<file path="src/rtl/sseg_pkg.sv">
// Shared constants for the seven-segment scan driver:
// glyph table, segment bit positions and the blank value.
package sseg_pkg;

  localparam logic [6:0] GLYPH [16] = '{
    7'h7E, 7'h30, 7'h6D, 7'h79,
    7'h33, 7'h5B, 7'h5F, 7'h70,
    7'h7F, 7'h7B, 7'h77, 7'h1F,
    7'h4E, 7'h3D, 7'h4F, 7'h47
  };

  localparam int SEG_DP = 7;
  localparam int SEG_A  = 6;
  localparam int SEG_B  = 5;
  localparam int SEG_C  = 4;
  localparam int SEG_D  = 3;
  localparam int SEG_E  = 2;
  localparam int SEG_F  = 1;
  localparam int SEG_G  = 0;

  localparam logic [7:0] OFF = 8'h00;

endpackage

</file>
<file path="src/rtl/sseg_glyph.sv">
// Nibble to active-high a..g segments; A-F blank
// unless hex glyphs are enabled.
module sseg_glyph
  import sseg_pkg::*;
(
  input  logic [3:0] nib,
  input  logic       hex_en,
  output logic [6:0] seg
);

  always_comb begin
    seg = GLYPH[nib];
    if (!hex_en && nib > 4'd9)
      seg = 7'h00;
  end

endmodule

</file>
<file path="src/rtl/sseg_scan.sv">
// Multiplexed seven-segment scanner with frame
// snapshot, PWM dimming and leading-zero blanking.
module sseg_scan
  import sseg_pkg::*;
#(
  parameter int DIGITS  = 8,
  parameter int DIV_W   = 17,
  parameter int SEG_LOW = 1,
  parameter int AN_LOW  = 1
) (
  input  logic                  clk,
  input  logic                  rst,
  input  logic [4*DIGITS-1:0]   dat,
  input  logic [DIGITS-1:0]     dp,
  input  logic                  hex_en,
  input  logic                  lz_en,
  input  logic [2:0]            bright,
  input  logic                  en,
  output logic [7:0]            seg,
  output logic [DIGITS-1:0]     an,
  output logic                  frame_strb
);

  localparam int IW = (DIGITS > 1) ? $clog2(DIGITS) : 1;
  localparam logic [7:0] SEG_INV =
    (SEG_LOW != 0) ? 8'hFF : 8'h00;
  localparam logic [DIGITS-1:0] AN_INV =
    (AN_LOW != 0) ? '1 : '0;

  logic [DIV_W-1:0]  p;
  logic [IW-1:0]     idx;
  logic [3:0]        nib_s [DIGITS];
  logic [DIGITS-1:0] dp_s;
  logic              hex_s;
  logic              lz_s;
  logic              p_max;
  logic              snap;
  logic [DIGITS-1:0] blank;
  logic              run;
  logic [6:0]        glyph;
  logic              lit;
  logic [7:0]        seg_n;
  logic [DIGITS-1:0] an_n;

  assign p_max = (p == '1);
  assign snap  = p_max && (idx == IW'(DIGITS - 1));

  always_ff @(posedge clk or posedge rst) begin
    if (rst) begin
      p   <= '0;
      idx <= '0;
    end else begin
      p <= p + 1'b1;
      if (p_max)
        idx <= (idx == IW'(DIGITS - 1)) ? '0 : idx + 1'b1;
    end
  end

  always_ff @(posedge clk or posedge rst) begin
    if (rst) begin
      for (int i = 0; i < DIGITS; i++)
        nib_s[i] <= '0;
      dp_s  <= '0;
      hex_s <= 1'b0;
      lz_s  <= 1'b0;
    end else if (snap) begin
      for (int i = 0; i < DIGITS; i++)
        nib_s[i] <= dat[4*i +: 4];
      dp_s  <= dp;
      hex_s <= hex_en;
      lz_s  <= lz_en;
    end
  end

  // Blanking runs from the top digit down and stops
  // at the first non-zero nibble or set dp.
  always_comb begin
    blank = '0;
    run   = lz_s;
    for (int i = DIGITS - 1; i > 0; i--) begin
      run      = run && (nib_s[i] == 4'd0) && !dp_s[i];
      blank[i] = run;
    end
  end

  sseg_glyph u_glyph (
    .nib    (nib_s[idx]),
    .hex_en (hex_s),
    .seg    (glyph)
  );

  assign lit = en
            && (p[DIV_W-1 -: 3] <= bright)
            && !blank[idx];

  always_comb begin
    seg_n = OFF;
    an_n  = '0;
    if (lit) begin
      an_n                = DIGITS'(1) << idx;
      seg_n[SEG_DP]       = dp_s[idx];
      seg_n[SEG_A:SEG_G]  = glyph;
    end
  end

  always_ff @(posedge clk or posedge rst) begin
    if (rst) begin
      seg        <= OFF ^ SEG_INV;
      an         <= AN_INV;
      frame_strb <= 1'b0;
    end else begin
      seg        <= seg_n ^ SEG_INV;
      an         <= an_n ^ AN_INV;
      frame_strb <= snap;
    end
  end

endmodule
</file>
<file path="config.mk">
export PLATFORM = sky130hd
export DESIGN_NAME = sseg_scan
export DESIGN_NICKNAME = d
export VERILOG_FILES = /design/src/rtl/sseg_pkg.sv /design/src/rtl/sseg_glyph.sv /design/src/rtl/sseg_scan.sv
export SDC_FILE = /design/constraint.sdc
export NUM_CORES = 1
export LEC_CHECK = 0
export ABC_AREA = 1
export BUFFER_PORTS_ARGS = -buffer_cell sky130_fd_sc_hd__buf_2
export CORE_UTILIZATION = 51
export CTS_BUF_LIST = sky130_fd_sc_hd__clkbuf_16
export DETAILED_ROUTE_END_ITERATION = 7
export PLACE_DENSITY = 0.76
export SETUP_SLACK_MARGIN = 0.15
export SYNTH_ARGS = -nofsm -noshare
export SYNTH_HDL_FRONTEND = slang
export SYNTH_SLANG_ARGS = --single-unit
</file>
<file path="constraint.sdc">
create_clock -name clk -period 2.3 [get_ports clk]
set_input_delay 0.115 -clock clk [delete_from_list [all_inputs] [get_ports clk]]
set_output_delay 0.115 -clock clk [all_outputs]
set_load 0.01 [all_outputs]
</file>
* Word-level counts from Yosys, hierarchy flattened
Memory sizes are Yosys's and may differ from the RTL's.
Index checks and enable logic that the tools add are counted.
** Operators by class
- Multiplexer cells :: 13
- Add/subtract/negate cells :: 2
- Reduce and logical (&&, ||, !) cells :: 34
- Bitwise logic cells :: 4
- Magnitude comparators :: 5
- Equality and inequality tests :: 2
- Shift operators :: 1
** Operator list (number)
- 4-bit zero test :: 7
- 7-bit 2-to-1 mux :: 3
- 1-bit logical AND :: 18
- 17-bit by 1-bit adder with 17-bit output (second input constant) :: 1
- 17-bit equality test (second input constant) :: 1
- 8-bit 2-to-1 mux :: 2
- 8-bit NOT :: 2
- 4-bit binary-select mux with 3-bit select :: 1
- 1-bit zero test :: 9
- 4-bit 2-to-1 mux :: 2
- 1-bit by 3-bit left shift with 8-bit output (first input constant) :: 1
- 1-bit binary-select mux with 3-bit select :: 2
- 5-bit greater-or-equal comparator (second input constant) :: 1
- 4-bit NOT with 5-bit output :: 1
- 4-bit greater-or-equal comparator (second input constant) :: 1
- 4-bit > comparator (second input constant) :: 1
- 3-bit by 4-bit < comparator with 1-bit output (second input constant) :: 1
- 3-bit NOT with 4-bit output :: 1
- 3-bit by 1-bit adder with 3-bit output (second input constant) :: 1
- 3-bit equality test (second input constant) :: 1
- 3-bit <= comparator :: 1
- 3-bit 2-to-1 mux :: 1
- 1-bit 2-to-1 mux :: 2
** Word-level totals
- Flip-flop bits (word level) :: 79
- Logic and storage cells :: 78
- Memories :: 1
- ROM bits :: 112
- Input bits :: 48
** Memory list
- (name not given) :: depth 16, bits a word 7, read ports 1, clocked after Yosys merged registers in 0, write ports 0, RTL line sseg_glyph.sv:12 : seg = GLYPH[nib];

* Logic depth before layout (Yosys ltp)
- Word-level depth :: 21
- Gate-level depth with buffers :: 14
- Gate-level depth less buffers :: 12

* By module
A second synthesis with hierarchy kept.
** Unflattened totals
- Cell total of the unflattened synthesis :: 494
- Area total of the unflattened synthesis :: 4140.2 um2
** By module, submodules not included
- sseg_scan :: cells an instance 435, area an instance 3799.9 um2, times used 1, seq. area each 1996.9 um2
- sseg_glyph :: cells an instance 59, area an instance 340.3 um2, times used 1, seq. area each 0.0 um2

* Least setup slack after synthesis
Ideal clock, no wire load.
- Path type :: flip-flop to flip-flop
- Start point :: reg p[0]
- End point :: reg nib_s[23] (netlist name)
- Path buffers :: 2
- Clock period less this slack :: 2276 ps
- Path slack :: 24 ps
- Cell stages (with the launch flop) :: 12
- Required time :: 2174 ps
- Data arrival time :: 2150 ps
- Cell sequence :: dfrtp_1 -> ha_1 -> nand3_1 -> nor3_4 -> nand3_2 -> nor4_1 -> ha_1 -> nand2_1 -> inv_1 -> buf_2 -> buf_2 -> o21ai_0
** On the way
- Word-level cells in the longest chain between the ends :: 2
** RTL lines
- start: declaration :: RTL line sseg_scan.sv:30 : logic [DIV_W-1:0] p;
- start signal: assignment :: RTL line sseg_scan.sv:53 : p <= p + 1'b1;
- 17-bit equality test :: RTL line sseg_scan.sv:45 : assign p_max = (p == '1);
- 1-bit logical AND :: RTL line sseg_scan.sv:46 : assign snap = p_max && (idx == IW'(DIGITS - 1));
- end signal: indexed assignment :: RTL line sseg_scan.sv:68 : nib_s[i] <= dat[4*i +: 4];
- end: declaration :: RTL line sseg_scan.sv:32 : logic [3:0] nib_s [DIGITS];
Every way passes these cells.
A chain may end at the register's enable or synchronous reset.

* Worst setup path in the final report
- Start point :: reg p[0]
- End point :: reg nib_s[22] (netlist name)
The elaborated chain is that of the path after synthesis.

==> summary.txt <==
Run status
  – Outcome: finished clean

Drt
  – Drt first pass iters: 5
  – Remaining antenna violation count after routing: 0
  – Final wirelength: 9520 um
  – Vias post-DR: 3,643
  – DR iter-0 viols: 232
  – DR WL/cell: 13.3 um
  – Drt drc: 0
  – Via density: 5.09

GRT
  – Number of global-route vias before repair: 3,591
  – Remaining Overflow, GRT: 0
  – Largest net degree at the start of global routing: 43
  – Total global-route track usage: 0.253
  – Global-route wire length before repair: 16,400 um
  – Initial antenna violation count: 0

Setup path
  – Critical Path RT: 2.55 ns
  – CP Max Fanout: 38
  – Reg2Reg Setup Slack: 0.30 ns
  – Startpoint types: flip-flop
  – Critical path arrival: 2.25 ns
  – Crit Path Class: reg2reg
  – Crit end category: flip-flop

Logic synthesis
  – Synth Area in Compound Gates: 0.0666
  – Post-Synth Adder-Cell Area: 0.0493
  – Largest family of logic cells by synthesized area: simple AND/OR/NAND/NOR gates
  – Synth Warn #: 0
  – Post-synthesis xor/xnor area fraction: 0.0237
  – Syn Nets: 563
  – Synth Area in Simple Gates: 0.288
  – Post-synth cell types: 33
  – Cell Area, Synth: 4060 um2
  – Post-Synthesis Cells: 499
  – Synthesis-stage register bit count: 79
  – Post-synthesis mux area share: 0
  – Sequential fraction of the synthesis area: 0.492
  – Syn Area/Cell: 8.13 um2

Timing
  – Rel. slew slack: 0.715
  – RSZ-0062 raised after global routing: false
  – Slew Limit Fails: 0
  – Min Tclk post-route: 2.00 ns
  – Finish-stage setup viols: 0
  – Final setup skew: 0.0107 ns
  – Fin. Hold Viols: 0
  – Slew @ Worst Pin: 0.423 ns
  – Worst Hold Slack: 0.00298 ns
  – F_max: 0.501 GHz
  – Period utilisation layout: 0.868

Finish
  – P&R area growth vs syn: 29.7%
  – Fraction of layout cells with a size suffix above 1: 0.243
  – Post-layout nets: 673
  – Ant. Diodes: 0
  – Fill cells: 618
  – Most frequent cells in the layout: nand2_1, buf_2, dfrtp_1, inv_1, o21ai_0
  – Most common cell after layout, fill and taps aside: nand2_1
  – Layout Utilization: 0.681

Power
  – Sw frac: 0.216
  – Switching pwr: 0.000640 W
  – Clock network fraction of design power: 0.479
  – Maximum vdd drop: 0.000462 V
  – P_int: 0.00232 W
  – Logic pwr share: 0.046
  – Flop pwr share: 0.475
  – Power Dens Cells: 562 nW/um2
  – Leakage: 2.60 nW

Placement
  – Placer Congestion: 0.883
  – Port Buffers: 64
  – Detailed placer's ending HPWL: 6460 um

Clock network
  – CTS tree: yes
  – Worst-Skew Late Latency: 0.34 ns
  – CTS sink cnt: 79
  – Clk root buf: clkbuf_16
  – Cts bufs inserted: 9
  – Clock transition at path regs: 0.06 ns
  – H-Tree Depth: 3
  – Clock tree buffer depth: 2

Die
  – Site row count: 32
  – Starting Density: 0.525
  – IO Pins: 65
  – Die footprint: 8320 um2
  – Core area: 7730 um2
  – Die width: 91.2 um
  – Die height: 91.2 um

Run
  – # Max-Cap Violations: 0

Min path
  – Worst Hold Class: in2reg
## final timing paths
check                         from         to  cells past startpoint
min                        dat[13]  nib_s[17]                      3
max reg2reg                   p[0]  nib_s[22]                     11
min in group asynchronous      rst      hex_s                      3
max                           p[0]  nib_s[22]                     11
max in group asynchronous      rst      an[6]                      4
min reg2reg                  p[12]      p[12]                      1
## power groups by stage
stage | registers, W | clock network (W) | logic, W
finish | 0.00140 | 0.00142 | 0.000137
global route | 0.00140 | 0.00148 | 0.000153
CTS | 0.00140 | 0.00143 | 0.000138
detailed placement | 0.00143 | 0 | 0.000101
global placement | 0.00143 | 0 | 0.000100
floorplan | 0.00143 | 0 | 0.0000342
## worst max-delay path: stages (launching register included)
cell and delay (ns):
dfrtp_1 0.35, ha_2 0.22, nand3_4 0.10, nor3_4 0.15, nand3_2 0.10, nor4_2 0.23
ha_2 0.24, nand2_4 0.08, inv_8 0.10, buf_16 0.19, nand2_1 0.06, o21ai_0 0.07
## metal layers
layer / track usage / vias to the layer above / routed length, um
li1: - / 1773 / -
met1: 0.325 / 1718 / 4130
met2: 0.422 / 130 / 4510
met3: 0.0536 / 22 / 687
met4: 0.0939 / 0 / 188
met5: 0 / - / 0
## layout make-up
type | instances | area [um2] | share of cell area
multi-input cells | 344 | 1770 | 0.336
inverters | 60 | 233 | 0.0442
well taps | 102 | 128 | 0.0242
flip-flops and latches | 79 | 2000 | 0.380
clock buffers | 9 | 225 | 0.0428
clock inverters | 7 | 72.6 | 0.0138
repair buffers | 115 | 841 | 0.160
## cell families (layout without fill, tap and decap cells)
family,after synthesis,in the layout
AND/OR/NAND/NOR,266,266
flip-flops,79,79
buffers and inverters,76,191
AO/OA/AOI/OAI,51,51
adder cells (fa/ha/maj),16,16
XOR/XNOR,11,11
## Yosys cell counts (all sizes together)
master   instances  area share
a21boi           1      0.0019
a21oi            5      0.0062
a31oi            1      0.0015
a32o             1      0.0025
buf             13       0.022
clkbuf           3      0.0028
dfrtp           63        0.39
dfstp           16        0.10
ha              16       0.049
inv             60       0.055
nand2          173        0.17
nand3           45       0.065
nand3b           1      0.0019
nand4            1      0.0031
nor2            41       0.042
nor3             3      0.0065
nor4             1      0.0015
o2111ai          1      0.0022
o211ai           1      0.0019
o21ai           41       0.051
or2              1      0.0015
xnor2            3      0.0065
xor2             8       0.017
## sequential cells by signal, indices dropped and copies added (netlist names)
name        flops
an              8
dp_s            8
frame_strb      1
hex_s           1
idx             3
lz_s            1
nib_s          32
p              17
seg             8
## metrics by stage
| stage | instances | instance area (um2) | power (W) | setup WS, ns | TNS (ns) |
|---|---|---|---|---|---|
| finish | 716 | 5270 | 0.00296 | 0.304 | 0 |
| CTS | 711 | 5220 | 0.00297 | 0.171 | 0 |
| detailed placement | 661 | 4540 | 0.00153 | -0.0157 | -0.0192 |
| global placement | 661 | 4540 | 0.00153 | 0.112 | 0 |
| global route | 716 | 5270 | 0.00304 | 0.167 | 0 |
| floorplan | 499 | 4090 | 0.00147 | 0.157 | 0 |
## what timing repair did
item	CTS	global route
buffers inserted	3	5
gates cloned	2	0
pin swaps	1	4
hold buffers	29	0
hold endpoints to repair	54	0
setup endpoints to repair	42	39
gates resized for setup	5	4
No activity file was read; power rests on OpenSTA's default activity.
